--- src/rtl/mul_pkg.sv ---
// Shared definitions for the sequential shift-add multiplier:
// the controller state encoding and the default operand width.
package mul_pkg;

  localparam int WIDTH_DEFAULT = 6;

  typedef enum logic [1:0] {
    IDLE = 2'd0,
    RUN  = 2'd1,
    DONE = 2'd2
  } state_t;

endpackage

--- src/rtl/mul_abs.sv ---
// Two's-complement to magnitude converter. The bypass input passes the
// operand through unchanged for unsigned operation.
module mul_abs
  import mul_pkg::*;
#(
  parameter int width = WIDTH_DEFAULT
) (
  input  logic [width-1:0] x,
  input  logic             bypass,
  output logic [width-1:0] mag
);

  // Negating -2^(width-1) yields the same bit pattern, which is the
  // correct magnitude when it is read as unsigned.
  always_comb begin
    if (bypass || !x[width-1]) begin
      mag = x;
    end else begin
      mag = ~x + {{(width-1){1'b0}}, 1'b1};
    end
  end

endmodule

--- src/rtl/mul_seq_ctrl.sv ---
// Sequential shift-add multiplier for signed or unsigned operands: one
// multiplier bit per clock, a valid/ready handshake on both sides.
module mul_seq_ctrl
  import mul_pkg::*;
#(
  parameter int width = WIDTH_DEFAULT
) (
  input  logic               clk,
  input  logic               rst_n,
  input  logic               in_valid,
  output logic               in_ready,
  input  logic [width-1:0]   a,
  input  logic [width-1:0]   b,
  input  logic               sel,
  output logic               out_valid,
  input  logic               out_ready,
  output logic [2*width-1:0] out,
  output logic               busy
);

  localparam int CNT_W = $clog2(width);
  localparam int PW    = 2 * width;

  state_t           state_r;
  state_t           state_nxt_s;
  logic [width-1:0] mag_a_s;
  logic [width-1:0] mag_b_s;
  logic [width-1:0] mag_a_r;
  logic [width-1:0] mag_b_r;
  logic             sign_r;
  logic [CNT_W-1:0] cnt_r;
  logic [PW-1:0]    acc_r;
  logic [PW-1:0]    shifted_s;
  logic [PW-1:0]    op_s;
  logic [PW-1:0]    sum_s;
  logic             bit_s;
  logic             cin_s;
  logic             accept_s;
  logic             last_s;

  mul_abs #(.width(width)) u_abs_a (.x(a), .bypass(sel), .mag(mag_a_s));
  mul_abs #(.width(width)) u_abs_b (.x(b), .bypass(sel), .mag(mag_b_s));

  assign accept_s = in_valid & in_ready;
  assign last_s   = (cnt_r == CNT_W'(width - 1));

  // Partial-product step. A negative result is built by subtracting each
  // partial product, so the final sum is already negated.
  always_comb begin
    bit_s     = mag_b_r[cnt_r];
    shifted_s = {{width{1'b0}}, mag_a_r} << cnt_r;
    if (!bit_s) begin
      op_s = '0;
    end else if (sign_r) begin
      op_s = ~shifted_s;
    end else begin
      op_s = shifted_s;
    end
    cin_s = sign_r & bit_s;
    sum_s = acc_r + op_s + {{(PW-1){1'b0}}, cin_s};
  end

  // State register.
  always_ff @(posedge clk or negedge rst_n) begin
    if (!rst_n) begin
      state_r <= IDLE;
    end else begin
      state_r <= state_nxt_s;
    end
  end

  // Next-state logic.
  always_comb begin
    state_nxt_s = state_r;
    case (state_r)
      IDLE: begin
        if (accept_s) state_nxt_s = RUN;
        else          state_nxt_s = IDLE;
      end
      RUN: begin
        if (last_s) state_nxt_s = DONE;
        else        state_nxt_s = RUN;
      end
      DONE: begin
        if (accept_s)       state_nxt_s = RUN;
        else if (out_ready) state_nxt_s = IDLE;
        else                state_nxt_s = DONE;
      end
      default: state_nxt_s = IDLE;
    endcase
  end

  // Handshake and status outputs decoded from the state register.
  always_comb begin
    in_ready  = 1'b0;
    out_valid = 1'b0;
    busy      = 1'b0;
    case (state_r)
      IDLE:    in_ready = 1'b1;
      RUN:     busy = 1'b1;
      DONE: begin
        out_valid = 1'b1;
        in_ready  = out_ready;
      end
      default: in_ready = 1'b0;
    endcase
  end

  // Operand capture, accumulation and result register.
  always_ff @(posedge clk or negedge rst_n) begin
    if (!rst_n) begin
      mag_a_r <= '0;
      mag_b_r <= '0;
      sign_r  <= 1'b0;
      cnt_r   <= '0;
      acc_r   <= '0;
      out     <= '0;
    end else if (accept_s) begin
      mag_a_r <= mag_a_s;
      mag_b_r <= mag_b_s;
      sign_r  <= ~sel & (a[width-1] ^ b[width-1]);
      cnt_r   <= '0;
      acc_r   <= '0;
    end else if (state_r == RUN) begin
      acc_r <= sum_s;
      cnt_r <= cnt_r + CNT_W'(1);
      if (last_s) begin
        out <= sum_s;
      end
    end
  end

endmodule

--- config.mk ---
export PLATFORM = sky130hd
export DESIGN_NAME = mul_seq_ctrl
export DESIGN_NICKNAME = d
export VERILOG_FILES = /design/src/rtl/mul_pkg.sv /design/src/rtl/mul_abs.sv /design/src/rtl/mul_seq_ctrl.sv
export SDC_FILE = /design/constraint.sdc
export NUM_CORES = 1
export LEC_CHECK = 0
export CORE_UTILIZATION = 40
export DETAILED_ROUTE_END_ITERATION = 8
export PLACE_DENSITY = 0.65
export SLEW_MARGIN = 25
export SYNTH_ARGS = -nofsm -noshare
export SYNTH_HDL_FRONTEND = slang
export SYNTH_SLANG_ARGS = --single-unit
--- constraint.sdc ---
create_clock -name clk -period 3.82 [get_ports clk]
set_input_delay 0.764 -clock clk [delete_from_list [all_inputs] [get_ports clk]]
set_output_delay 0.764 -clock clk [all_outputs]
set_load 0.02 [all_outputs]
==> run metrics <==
outcome finished, violations left; violated checks design-rule violations; Synth Instances 304; min cycle time layout 3.34 ns; cell row count 29; Lkg Pwr 1.39 nW; syn nets 337; clock slew at reported path FFs 0.08 ns; post_cts resized 0; EDFF count, synth 0; Layout area overhead 17.6%; Setup crit start kind register; Die Area 7030 um^2; Multi-input gate area 1530 um^2; global-route wire length before repair 9470 um; clock tree buffer depth 2; die height 83.8 um; CTS tree done; final hold violation count 0; WP data required 4.05 ns; fill count 629; Warnings, synthesis 0; layout cells sized above 1 0.0631; Synth cell types 43; Comb pwr share 0.596; Sequential Area 1050 um^2; syn_area_per_cell 8.81 um^2; hold crit path type in -> async; later-pin clock latency in the skew report 0.30 ns; IO Port Bufs 31; Worst VDD drop 258 uV; asr flop ratio synth 1.00; Worst-Margin Slew 0.661 ns; Die W 83.8 um; Psw 1.22 mW; number of vias per cell 5.18; Core ar. 6420 um^2; Max Freq 300 MHz; diode count 0; routability cong. 0.869; WL/cell 12.4 um; remaining global-route overflow 0; unrepaired setup endpoints after global routing no; setup_tns 0 ns; sequential share of power 0.296; vias in the first global route 2177; cts hold-fix bufs 0; Final period util 0.874; max cap viols 0; Antenna Violating Nets Remaining 0; Tot GR Track Use 0.164; clock power share 0.108; Clock Sinks 42; Syn Std Cell Area 2680 um^2; Initial DRC Count 59; CTS H-tree depth 2; Worst Path Max Fanout 13; TritonCTS Buffers 5; WP data arrival 3.57 ns; Root Driver clkbuf_8; switch share 0.447; drt drc 7; Finish-stage setup viols 0; IO Count 32; Setup crit end kind register; Hold WS 0.439 ns; routed via count 2125; post-DP HPWL 3830 um; Pre-antenna DRT Iters 6; Primary FF master, synth dfrtp_1; Yosys reg bits 42; initial antenna violation count 0; Clock Skew 0.00755 ns; Post-CTS Setup Bufs 0; Slew Viols, Final 0; Worst slew margin 0.558; final WL 5070 um; Starting Density 0.417; sequential share of the synthesized area 0.392; Int Pwr 1.52 mW; WS Path Type reg -> reg; power per cell area 870 nW/um^2; pin count of the biggest net entering global routing 43; Net count, final 365
-- cells in the mapped netlist (2+ instances only) --
library cell	instances	share of area
dfrtp_1	42	0.39
o21ai_0	39	0.073
nand2_1	36	0.050
nor2_1	24	0.034
nand3_1	19	0.035
xnor2_1	16	0.052
ha_1	14	0.065
a21oi_1	12	0.022
inv_1	12	0.017
xor2_1	12	0.039
clkbuf_1	11	0.015
mux2i_1	9	0.034
nand2b_1	8	0.019
nor3_1	5	0.0093
o21ai_1	4	0.0075
mux2_2	3	0.013
nor2b_1	3	0.0070
nor3b_1	3	0.0084
o31ai_1	3	0.0084
a21o_1	2	0.0056
and2_1	2	0.0047
buf_2	2	0.0037
fa_1	2	0.015
or2_2	2	0.0047
-- per-layer routing --
layer	global-route usage	wire length, um	up-vias
li1	-	-	1104
met3	0.0297	134	6
met5	0	0	-
met2	0.291	2410	41
met4	0.0470	38	0
met1	0.204	2480	974
-- cell families after synthesis --
kind of cell               Yosys count  share of synthesized area
adders and majority gates           16                     0.0803
DFF                                 42                      0.392
buffers and inverters               26                     0.0374
xor gates and xnor gates            28                     0.0915
and+or+nand+nor                    105                      0.180
AOI/OAI and AO/OA                   74                      0.164
muxes                               13                     0.0546
-- state kept, by name, summed over array words and instances, names as in the netlist --
register and count:
sign_r 1, cnt_r 3, state_r 2, mag_b_r 6, out 12, mag_a_r 6
acc_r 12
-- final cells by class --
cell class                      count  area share
Sequential cell                    42       0.334
Inverter                           12      0.0143
Tap cell                           77      0.0306
Timing Repair Buffer               35       0.107
Clock inverter                      1     0.00159
Multi-Input combinational cell    236       0.485
Clock buffer                        7      0.0274
-- worst paths after layout --
check                                     startpoint                     end  slack [ns]  cells past startpoint
worst min-delay path                           rst_n      out[0]$_DFFE_PN0P_        0.44                      1
worst min register to register    out[5]$_DFFE_PN0P_      out[5]$_DFFE_PN0P_        0.48                      2
min in group clk                  out[5]$_DFFE_PN0P_      out[5]$_DFFE_PN0P_        0.48                      2
worst max register to register  cnt_r[0]$_DFFE_PN0P_   acc_r[11]$_DFFE_PN0P_        0.48                     15
max in group asynchronous                      rst_n  mag_a_r[0]$_DFFE_PN0P_        3.02                      1
worst max-delay path            cnt_r[0]$_DFFE_PN0P_   acc_r[11]$_DFFE_PN0P_        0.48                     15
-- power by group through the flow --
| stage | combinational (mW) | clock (mW) | sequential [mW] |
|---|---|---|---|
| after detailed placement | 1.64 | 0 | 0.822 |
| after global placement | 1.61 | 0 | 0.821 |
| after global routing | 1.86 | 0.321 | 0.846 |
| after floorplan | 1.17 | 0 | 0.833 |
| after CTS | 1.64 | 0.306 | 0.814 |
| final | 1.63 | 0.295 | 0.811 |
-- worst max-delay path: stages, from the launching register on --
cell	delay, ns
dfrtp_1	0.38
buf_4	0.21
mux2_2	0.36
nor2_1	0.09
a21oi_1	0.06
a32oi_1	0.21
xor2_1	0.17
nor2_1	0.06
ha_1	0.35
a21o_1	0.21
a211oi_2	0.21
o21ai_1	0.10
o32ai_2	0.31
xnor2_1	0.15
or3_1	0.32
nand3_1	0.08
-- metrics by stage --
stage / util / cell area (um^2) / setup WS (ns) / power (mW) / std cells
2_1_floorplan: - / 2680 / 0.660 / 2.00 / 304
3_3_place_gp: 0.476 / 3060 / 0.563 / 2.43 / 402
3_5_place_dp: 0.476 / 3060 / 0.522 / 2.46 / 402
4_1_cts: 0.490 / 3150 / 0.479 / 2.76 / 410
5_1_grt: 0.490 / 3150 / 0.180 / 3.03 / 410
6_report: 0.490 / 3150 / 0.482 / 2.74 / 410
-- placed cells by master (no fill, tap or decap), types with 2 or more instances in the layout --
cell type	count
buf_4	5
mux2_2	3
ha_1	14
nor3b_1	3
dfrtp_1	42
inv_1	12
clkbuf_8	6
nand3_1	19
clkdlybuf4s50_1	30
mux2i_1	9
nand2_1	36
xnor2_1	16
fa_1	2
a21oi_1	12
or2_2	2
nor2_1	24
nor2b_1	3
and2_1	2
nand2b_1	8
nor3_1	5
a21o_1	2
o31ai_1	3
xor2_1	12
o21ai_1	4
o21ai_0	39
(Power assumes the default switching activity.)
